--- src/rtl/bcd_countdown_timer.sv ---
// ---------------------------------------------------------------------------
// bcd_countdown_timer
//
// Multi-digit BCD down-counter used as a preset interval timer. A decimal
// preset is loaded, counting is started, and the block counts the value to
// zero and then reports completion with a one-cycle done pulse. With
// AUTO_RELOAD set, it reloads the preset on reaching zero and keeps running.
//
// Parameters:
//    DIGITS      - number of BCD digits (Q width = 4*DIGITS)
//    AUTO_RELOAD - 1: reload the preset at zero and keep running
//                  0: stop in DONE at zero
//
// Ports:
//    Clk        in   system clock, rising edge
//    clr        in   asynchronous active-low reset
//    load       in   synchronous preset strobe (wins over start and pause)
//    load_val   in   BCD preset; digits above 9 are clamped to 9
//    start      in   begin/resume counting, or restart from DONE
//    pause      in   hold the count while running
//    Q          out  current BCD count (registered)
//    tc         out  combinational, 1 when Q == 0
//    done       out  registered one-cycle completion pulse
//    busy       out  registered, 1 while in RUN
//    state_dbg  out  current FSM state (IDLE=0, RUN=1, PAUSED=2, DONE=3)
//
// Control semantics: load, start and pause are level-sampled strobes with no
// handshake. Each is acted on at every rising edge where it is high, with
// priority load > start > pause; no acknowledge is returned.
// ---------------------------------------------------------------------------
module bcd_countdown_timer #(
   parameter int DIGITS      = 2,
   parameter bit AUTO_RELOAD = 1'b0
) (
   input  logic                  Clk,
   input  logic                  clr,
   input  logic                  load,
   input  logic [4*DIGITS-1:0]   load_val,
   input  logic                  start,
   input  logic                  pause,
   output logic [4*DIGITS-1:0]   Q,
   output logic                  tc,
   output logic                  done,
   output logic                  busy,
   output logic [1:0]            state_dbg
);

   localparam int W = 4 * DIGITS;

   typedef enum logic [1:0] {
      S_IDLE   = 2'd0,
      S_RUN    = 2'd1,
      S_PAUSED = 2'd2,
      S_DONE   = 2'd3
   } state_t;

   state_t         state, state_n;
   logic [W-1:0]   q_n;
   logic [W-1:0]   preset, preset_n;
   logic           done_n;
   logic           busy_n;
   logic           q_zero;
   logic [W-1:0]   load_clamped;
   logic [W-1:0]   q_dec;

   // Force every digit into 0..9 so a non-BCD value can never enter Q or
   // the preset register.
   function automatic logic [W-1:0] clamp_bcd(input logic [W-1:0] v);
      logic [W-1:0] r;
      r = '0;
      for (int i = 0; i < DIGITS; i++) begin
         r[4*i +: 4] = (v[4*i +: 4] > 4'd9) ? 4'd9 : v[4*i +: 4];
      end
      return r;
   endfunction

   // BCD decrement by one: a digit at 0 wraps to 9 and passes the borrow up.
   // Only used when the value is non-zero, so the chain never wraps fully.
   function automatic logic [W-1:0] bcd_dec(input logic [W-1:0] v);
      logic [W-1:0] r;
      logic         borrow;
      logic [3:0]   d;
      r      = v;
      borrow = 1'b1;
      for (int i = 0; i < DIGITS; i++) begin
         d = v[4*i +: 4];
         if (borrow) begin
            if (d == 4'd0) begin
               r[4*i +: 4] = 4'd9;
            end else begin
               r[4*i +: 4] = d - 4'd1;
               borrow      = 1'b0;
            end
         end
      end
      return r;
   endfunction

   assign q_zero       = (Q == '0);
   assign tc           = q_zero;
   assign load_clamped = clamp_bcd(load_val);
   assign q_dec        = bcd_dec(Q);
   assign state_dbg    = state;

   // -------------------------------------------------------------------
   // Next-state / next-count logic
   // -------------------------------------------------------------------
   always_comb begin
      state_n  = state;
      q_n      = Q;
      preset_n = preset;
      done_n   = 1'b0;

      if (load) begin
         q_n      = load_clamped;
         preset_n = load_clamped;
         state_n  = S_IDLE;
      end else if (start && (state != S_RUN)) begin
         // Entering RUN leaves Q alone; the first decrement happens on the
         // following edge. Restarting from DONE reloads the preset first.
         if (state == S_DONE) begin
            q_n = preset;
         end
         state_n = S_RUN;
      end else if (pause && !start && (state == S_RUN)) begin
         state_n = S_PAUSED;
      end else if (state == S_RUN) begin
         // start held high while already running does not block counting.
         if (!q_zero) begin
            q_n = q_dec;
         end else begin
            done_n = 1'b1;
            if (AUTO_RELOAD) begin
               q_n = preset;
            end else begin
               state_n = S_DONE;
            end
         end
      end

      busy_n = (state_n == S_RUN);
   end

   // -------------------------------------------------------------------
   // State register
   // -------------------------------------------------------------------
   always_ff @(posedge Clk or negedge clr) begin
      if (!clr) begin
         state  <= S_IDLE;
         Q      <= '0;
         preset <= '0;
         done   <= 1'b0;
         busy   <= 1'b0;
      end else begin
         state  <= state_n;
         Q      <= q_n;
         preset <= preset_n;
         done   <= done_n;
         busy   <= busy_n;
      end
   end

endmodule

--- config.mk ---
export PLATFORM = sky130hd
export DESIGN_NAME = bcd_countdown_timer
export DESIGN_NICKNAME = d
export VERILOG_FILES = /design/src/rtl/bcd_countdown_timer.sv
export SDC_FILE = /design/constraint.sdc
export NUM_CORES = 1
export LEC_CHECK = 0
export ABC_AREA = 1
export BUFFER_PORTS_ARGS = -buffer_cell sky130_fd_sc_hd__buf_2
export CORE_MARGIN = 3
export CORE_UTILIZATION = 55
export DETAILED_ROUTE_END_ITERATION = 7
export GPL_TIMING_DRIVEN = 0
export PLACE_DENSITY_LB_ADDON = 0.25
export SYNTH_ARGS = -nofsm -noshare
export SYNTH_HDL_FRONTEND = slang
export SYNTH_SLANG_ARGS = --single-unit
--- constraint.sdc ---
create_clock -name Clk -period 3.5 [get_ports Clk]
set_input_delay 0.35 -clock Clk [delete_from_list [all_inputs] [get_ports Clk]]
set_output_delay 0.35 -clock Clk [all_outputs]
set_load 0.05 [all_outputs]
==> results of run 1 <==
## final timing paths
check                      cells past startpoint                     to  slack [ps]                    from
min in group asynchronous                      2       Q[3]$_DFFE_PN0P_         520                     clr
max reg2reg                                    9       Q[3]$_DFFE_PN0P_        2150  state_dbg[1]$_DFF_PN0_
min reg2reg                                    2  preset[7]$_DFFE_PN0P_         490   preset[7]$_DFFE_PN0P_
max in group asynchronous                      2  preset[2]$_DFFE_PN0P_        2680                     clr
min                                            3  preset[7]$_DFFE_PN0P_         290             load_val[7]
max                                            4                     tc        1650        Q[0]$_DFFE_PN0P_
## flip-flops by register name, summed over array words and instances, names as in the netlist
| register | count |
|---|---|
| done | 1 |
| busy | 1 |
| state_dbg | 2 |
| preset | 8 |
| Q | 8 |
## power groups by stage
stage	Sequential, mW	Clock, mW	Combinational (mW)
finish	0.307	0.105	0.339
global route	0.312	0.117	0.373
CTS	0.305	0.111	0.339
detailed placement	0.310	0	0.338
global placement	0.307	0	0.333
floorplan	0.395	0	0.175
## cell usage in the layout, fill, tap and decap left out
master,n
nand3_2,3
o21ai_0,6
nand3_4,1
a21oi_2,1
o21ai_1,1
clkinv_1,1
nand4_1,2
nand2_1,71
dfrtp_1,20
nor2_8,1
dlygate4sd3_1,1
nand2_2,4
a21oi_1,5
o21ai_2,1
a31oi_1,1
inv_1,10
inv_2,3
and3_1,1
nor2_2,4
buf_2,25
buf_6,1
nor2_4,2
clkbuf_4,3
nor2_1,9
buf_4,2
nand3_1,17
nand2_4,2
## cell type report
| class | count | area (µm²) | share of cell area [%] |
|---|---|---|---|
| Buffer | 3 | 26.3 | 1.85 |
| Clock buffer | 3 | 22.5 | 1.58 |
| Inverter | 14 | 52.6 | 3.70 |
| Multi-Input combinational cell | 132 | 651 | 45.8 |
| Sequential cell | 20 | 500 | 35.2 |
| Tap cell | 27 | 33.8 | 2.38 |
| Timing Repair Buffer | 26 | 135 | 9.51 |
## logic make-up after synthesis
kind of cell	after synthesis	share of synthesized area, %
flip-flops	20	40.7
AO/OA/AOI/OAI	15	6.82
buffers and inverters	17	6.41
AND/OR/NAND/NOR	117	46.1
## routing by layer
metal / vias to the layer above / global-route usage [%]
met5: - / 0
met4: 0 / 8.94
met3: 10 / 3.38
met2: 45 / 38.6
met1: 531 / 29.3
li1: 597 / -
## worst reg2reg max path, cell delays in order, from the launching register on
cell	delay, ps
dfrtp_1	430
inv_2	70
nand2_2	130
nand2_2	70
nand2_1	190
o21ai_0	130
nand2_1	80
nand2_1	50
nand2_1	60
nand2_1	40
==> results.toml, run 1 <==
[clock_network]
cts_setup_buffers = 0
clk_path_buf_depth = 2
clock_sinks = 20
cts_buffers = 3
cts_hold_buffers = 1
insertion_delay_ps = 290
clkSlewWorstSetupHoldPaths_ps = 100
clockRootBuffer = "clkbuf_4"
h-tree-depth = 1
cts_tree = "built"
cts_resized = 0

[power_and_ir_drop]
p_leak_nw = 0.838
sw_frac_of_total_pct = 46.8
total_power_mw = 0.751
peakVddDrop_mv = 0.404
p_per_area_mw_per_mm2 = 528
pwr-share-clk_pct = 14.0
p_switching_mw = 0.351
p_int_mw = 0.399
power_frac_seq_pct = 40.8
p_comb_share_pct = 45.2

[placement]
numPortBuffers = 25
gp_congestion = 0.932
placed_area_mm2 = 0.00139
pre_cts_slack_ps = 1990
dp_cells = 221
dp.final_hpwl_um = 2110

[sta]
post-route-min-period_ps = 1850
max_freq_mhz = 541
slew_headroom_pct = 71.1
fin_crit_sh_pct = 52.9
worst-slew-pin-transition_ps = 434
hold_violations = 0
worst_slack_ps = 1650
slew_viol_final = 0
tns_ps = 0
setup_viol = 0
rsz0062_at_grt = "no"
clock_skew_ps = 1.53
timing.hold.ws_ps = 294

[synth]
synth-warning-count = 0
yosys.cell_count.top_type = "nand2_1"
synth_flop_cell = "dfrtp_1"
synth_common_cells = "71 x nand2_1, 20 x dfrtp_1, 17 x nand3_1, 10 x inv_1, 9 x nor2_1"
synth_top_cell_area_share_pct = 40.7
synth_seq_cells = 20
async_flop_share_pct = 100
yosys.area.top_type = "dfrtp_1"
ys_types = 24
synth_area_leaders = "dfrtp_1 41%, nand2_1 22%, nand3_1 6.9%"
syn_nets = 182
syn_area_per_cell_um2 = 7.28
synth_edf_count = 0
postSynthCellCount = 169
seq_area_frac_synth_pct = 40.7
synth_area_mm2 = 0.00123

[grt]
grt_first_pass_wirelength_um = 4800
grt_max_degree = 21
antenna_found_initial = 0
overflow = 0
grt_pass1_vias = 1139
grtUsageTotal_pct = 23.0

[min_path]
hold_path.class = "primary input to flip-flop"

[worst_setup_path]
cp_max_fo = 6
path_cells = "nor2_2, nand2_4, nor2_8, buf_2"
path_class = "flip-flop to primary output"
crit_family = "simple AND/OR/NAND/NOR gates"
start_kind = "flip-flop"
cp_num_buf_inv = 1
cp_slowest_stage_delay_ps = 460
cp_data_arrival_time_ps = 1500
worstSetupEndpointType = "primary output"
crit_required_ps = 3150
slowest_stage = "dfrtp_1"

[route]
wl_met1_um = 1230
drtIter0Drc = 33
wl_met2_um = 1270
dr.pass1.iters = 4
route.met3.wl_um = 152
viasPerCell = 5.26
wl_per_cell_um = 12.0
highest_layer = "met4"
ant_nets = 0
wl_um = 2710
drc_errors = 0
vias = 1183

[status]
run_status = "finished, final reports clean"

[final_layout]
areaGrowthSynthToFinish_pct = 15.6
layout-drive-gt1-share_pct = 26.8
finalNonFillerCells = 225
fin_util_pct = 69.6
nFillCells = 192
nets = 213
final_area_mm2 = 0.00142
antenna_cells = 0

[floorplanning]
core-area_mm2 = 0.00204
start_util_pct = 60.2
die_w_um = 53.3
fp.dieH_um = 53.3
std_cell_rows = 16
io_pins = 26
dieArea_mm2 = 0.00284

[job]
drv_cap = 0
(Power assumes the default switching activity.)
==> run 2, diff against run 1 <==
CORE_UTILIZATION = 48   (was 55)
clock period = 1.5 ns   (was 3.5 ns; I/O delays follow)
==> results.toml, run 2 (same netlist as run 1, synthesis figures left out) <==
[clock_network]
clk_path_buf_depth = 2
cts_buffers = 3
cts_tree = "built"
h-tree-depth = 1
clock_sinks = 20
insertion_delay_ps = 290
clockRootBuffer = "clkbuf_4"
clkSlewWorstSetupHoldPaths_ps = 110

[power_and_ir_drop]
p_switching_mw = 0.854
p_leak_nw = 0.883
peakVddDrop_mv = 0.728
p_per_area_mw_per_mm2 = 1230
sw_frac_of_total_pct = 45.4
p_comb_share_pct = 48.3
power_frac_seq_pct = 38.2
pwr-share-clk_pct = 13.5
p_int_mw = 1.03
total_power_mw = 1.88

[worst_setup_path]
cp_slowest_stage_delay_ps = 450
cp_num_buf_inv = 1
ff2ff_setup_slack_ps = 130
crit_family = "flip-flops"
path_depth = 4
crit_required_ps = 1350
r2r-end = "Q[5]$_DFFE_PN0P_"
crit_start = "Q[1]$_DFFE_PN0P_"
slowest_stage = "dfrtp_2"
ff2ff_path_depth = 8
r2r_start = "Q[1]$_DFFE_PN0P_"
cp_data_arrival_time_ps = 1290
path_cells = "nor2_4, nand2_4, nor2_8, buf_8"
start_kind = "flip-flop"
cp_max_fo = 4
path_class = "flip-flop to primary output"
endpoint = "tc"
worstSetupEndpointType = "primary output"

[final_layout]
nets = 223
antenna_cells = 0
finalNonFillerCells = 236
nFillCells = 203
layout-drive-gt1-share_pct = 34.6
areaGrowthSynthToFinish_pct = 24.4
final_cell_mix = "71 x nand2_1, 24 x buf_2, 17 x nand3_1, 12 x buf_4, 12 x dfrtp_1"
fin_util_pct = 66.0
layout_commonest_cell = "nand2_1"

[route]
viasPerCell = 5.17
dr.pass1.iters = 4
wl_um = 2800
ant_nets = 0
vias = 1221
drc_errors = 0
drtIter0Drc = 37
wl_per_cell_um = 11.9

[status]
run_status = "finished, final reports clean"

[placement]
pre_cts_slack_ps = 177
gp_congestion = 0.841
dp.final_hpwl_um = 2060
dp_cells = 222
numPortBuffers = 25

[floorplanning]
std_cell_rows = 17
dieArea_mm2 = 0.00321
core-area_mm2 = 0.00232
fp.dieH_um = 56.6
start_util_pct = 53.0
io_pins = 26
die_w_um = 56.6

[sta]
rsz0062_at_grt = "no"
max_freq_mhz = 693
slew_viol_final = 0
worst-slew-pin-transition_ps = 452
setup_viol = 0
post-route-min-period_ps = 1440
worst_slack_ps = 56.4
hold_violations = 0
tns_ps = 0
clock_skew_ps = 1.01
slew_headroom_pct = 69.9
fin_crit_sh_pct = 96.2

[grt]
grtUsageTotal_pct = 18.2
grt_pass1_vias = 1075
grt_max_degree = 21
grt_first_pass_wirelength_um = 4680
antenna_found_initial = 0
overflow = 0

[min_path]
hold_path.class = "primary input to flip-flop"
min_from = "load_val[0]"
hold_depth = 3

[job]
drv_cap = 0
## run 2: layout make-up
cell class / instances / area, µm² / share of cell area, %
inverters: 14 / 52.6 / 3.43
plain buffers: 3 / 26.3 / 1.72
well taps: 28 / 35.0 / 2.29
clock buffers: 3 / 22.5 / 1.47
flip-flops and latches: 20 / 510 / 33.4
repair buffers: 36 / 220 / 14.4
multi-input cells: 132 / 663 / 43.3
## run 2: what timing repair did
action                                  4_1_cts  5_1_grt
buffers inserted                              1        9
hold buffers                                  1        0
endpoints found under the hold margin        20        0
endpoints found under the setup margin        1        2
gates resized for setup                       5        1
pin swaps                                     1        3
## run 2: layer usage
metal	up-vias	track usage [%]	routed length (µm)	share of wire (%)
li1	620	-	-	-
met1	562	26.6	1320	47
met2	37	28.4	1320	47
met3	2	2.30	153	5.5
met4	0	4.07	14	0.50
met5	-	0	0	0
## run 2: worst min path at each step
stage	endpoint
floorplan	Q[0]$_DFFE_PN0P_
global placement	preset[1]$_DFFE_PN0P_
detailed placement	preset[2]$_DFFE_PN0P_
CTS	preset[0]$_DFFE_PN0P_
global route	preset[0]$_DFFE_PN0P_
finish	preset[0]$_DFFE_PN0P_
## run 2: power by group through the flow
stage	clock network [mW]	logic (mW)	registers, mW
detailed placement	0	0.793	0.730
global route	0.279	0.990	0.730
finish	0.254	0.910	0.718
floorplan	0	0.407	0.934
CTS	0.261	0.828	0.725
global placement	0	0.783	0.726
## run 2: worst reg2reg max path, delay by kind of cell (launching register included)
| family | cells | cell delay, ps |
|---|---|---|
| flops | 1 | 450 |
| simple gates | 7 | 730 |
| buf+inv | 1 | 130 |
## run 2: through the flow
stage                     hold slack [ps]  cell area, µm²
after floorplan                      -146            1240
after global placement                124            1400
after detailed placement              131            1400
after CTS                            86.5            1460
after global routing                 98.2            1530
final                                95.5            1530
==> run 3, diff against run 2 <==
GPL_TIMING_DRIVEN = default   (was 0)
==> results.toml, run 3 (same netlist as run 1, synthesis figures left out) <==
[status]
run_status = "finished, final reports clean"

[grt]
grtUsageTotal_pct = 18.7
grt_pass1_vias = 1110
grt_max_degree = 21
use_met2_pct = 28.4
grt-busiest-layer = "met2"
grtUsageMet3_pct = 3.45
overflow = 0
antenna_found_initial = 0
grt_first_pass_wirelength_um = 4780
met1_usage_pct = 25.4

[clock_network]
h-tree-depth = 1
cts_buffers = 3
clockRootBuffer = "clkbuf_4"
clock_sinks = 20
insertion_delay_ps = 290
clkSlewWorstSetupHoldPaths_ps = 100
clk_path_buf_depth = 2
cts_tree = "built"

[final_layout]
antenna_cells = 0
layout_commonest_cell = "nand2_1"
finalNonFillerCells = 235
final_cell_mix = "70 x nand2_1, 24 x buf_2, 17 x nand3_1, 12 x dfrtp_1, 12 x buf_4"
nFillCells = 208
areaGrowthSynthToFinish_pct = 24.1
layout-drive-gt1-share_pct = 34.8
nets = 222

[worst_setup_path]
r2r_start = "Q[1]$_DFFE_PN0P_"
cp_data_arrival_time_ps = 1280
path_class = "flip-flop to primary output"
path_cells = "nor2_4, nand2_4, nor2_8, buf_8"
crit_start = "Q[1]$_DFFE_PN0P_"
cp_max_fo = 4
crit_required_ps = 1350
worstSetupEndpointType = "primary output"
slowest_stage = "dfrtp_2"
cp_slowest_stage_delay_ps = 450
start_kind = "flip-flop"

[placement]
gp_congestion = 0.885
dp_cells = 220
numPortBuffers = 25
dp.final_hpwl_um = 2070

[sta]
clock_skew_ps = 0.955
tns_ps = 0
rsz0062_at_grt = "no"
setup_viol = 0
slew_viol_final = 0
max_freq_mhz = 697
slew_headroom_pct = 70.7
worst-slew-pin-transition_ps = 440
fin_crit_sh_pct = 95.6
post-route-min-period_ps = 1430
hold_violations = 0

[min_path]
min_from = "load_val[7]"
hold_path.class = "primary input to flip-flop"

[route]
drc_errors = 0
viasPerCell = 5.10
drtIter0Drc = 46
dr.pass1.iters = 4
wl_um = 2800
vias = 1198
ant_nets = 0
wl_per_cell_um = 11.9

[power_and_ir_drop]
p_per_area_mw_per_mm2 = 1250
p_leak_nw = 0.880
peakVddDrop_mv = 0.883
total_power_mw = 1.91

[floorplanning]
die_w_um = 56.6
dieArea_mm2 = 0.00321
core-area_mm2 = 0.00232
fp.dieH_um = 56.6
std_cell_rows = 17
start_util_pct = 53.0
io_pins = 26

[job]
drv_cap = 0
## run 3: through the flow
step | setup slack (ps) | hold WS, ps | area, µm² | utilization, %
6_report | 65.8 | 104 | 1530 | 65.8
5_1_grt | 17.5 | 111 | 1530 | 65.8
4_1_cts | 12.0 | 96.4 | 1440 | 61.9
3_5_place_dp | 127 | 123 | 1380 | 59.6
3_3_place_gp | 175 | 115 | 1380 | 59.6
2_1_floorplan | 4.60 | -146 | 1240 | -
## run 3: cell type report
cell class / count / area, µm² / area share [%]
Tap cell: 28 / 35.0 / 2.30
Timing Repair Buffer: 38 / 235 / 15.4
Clock buffer: 3 / 22.5 / 1.48
Multi-Input combinational cell: 132 / 671 / 43.9
Sequential cell: 20 / 510 / 33.4
Inverter: 14 / 52.6 / 3.44
## run 3: power breakdown
| group | switching [mW] | internal (mW) | total [mW] |
|---|---|---|---|
| Combinational | 0.613 | 0.322 | 0.935 |
| Sequential | 0.0963 | 0.628 | 0.724 |
| Clock | 0.154 | 0.0935 | 0.248 |
| Total | 0.863 | 1.04 | 1.91 |
## run 3: what timing repair did
item	CTS	global route
hold endpoints to repair	20	0
buffers inserted	1	10
pin swaps	1	2
hold buffers	1	0
resized for setup	4	4
endpoints found under the setup margin	1	6
## run 3: critical path, delay by kind of cell (launching register included)
family | cells | cell delay [ps]
buf+inv | 1 | 160
flops | 1 | 450
simple gates | 3 | 380
## run 3: final timing paths
path / end / slack, ps / depth (start not counted)
setup / recovery: tc / 70 / 4
hold / removal: preset[7]$_DFFE_PN0P_ / 100 / 3
setup reg to reg: Q[7]$_DFFE_PN0P_ / 140 / 7
hold reg to reg: preset[1]$_DFFE_PN0P_ / 490 / 2
max in group asynchronous: Q[4]$_DFFE_PN0P_ / 850 / 2
min in group asynchronous: Q[1]$_DFFE_PN0P_ / 320 / 2
## run 3: layer usage
layer	routed length (µm)	up-vias	part of all wire, %
li1	-	619	-
met4	43	0	1.5
met1	1350	542	48
met5	0	-	0
met3	148	6	5.3
met2	1270	31	45
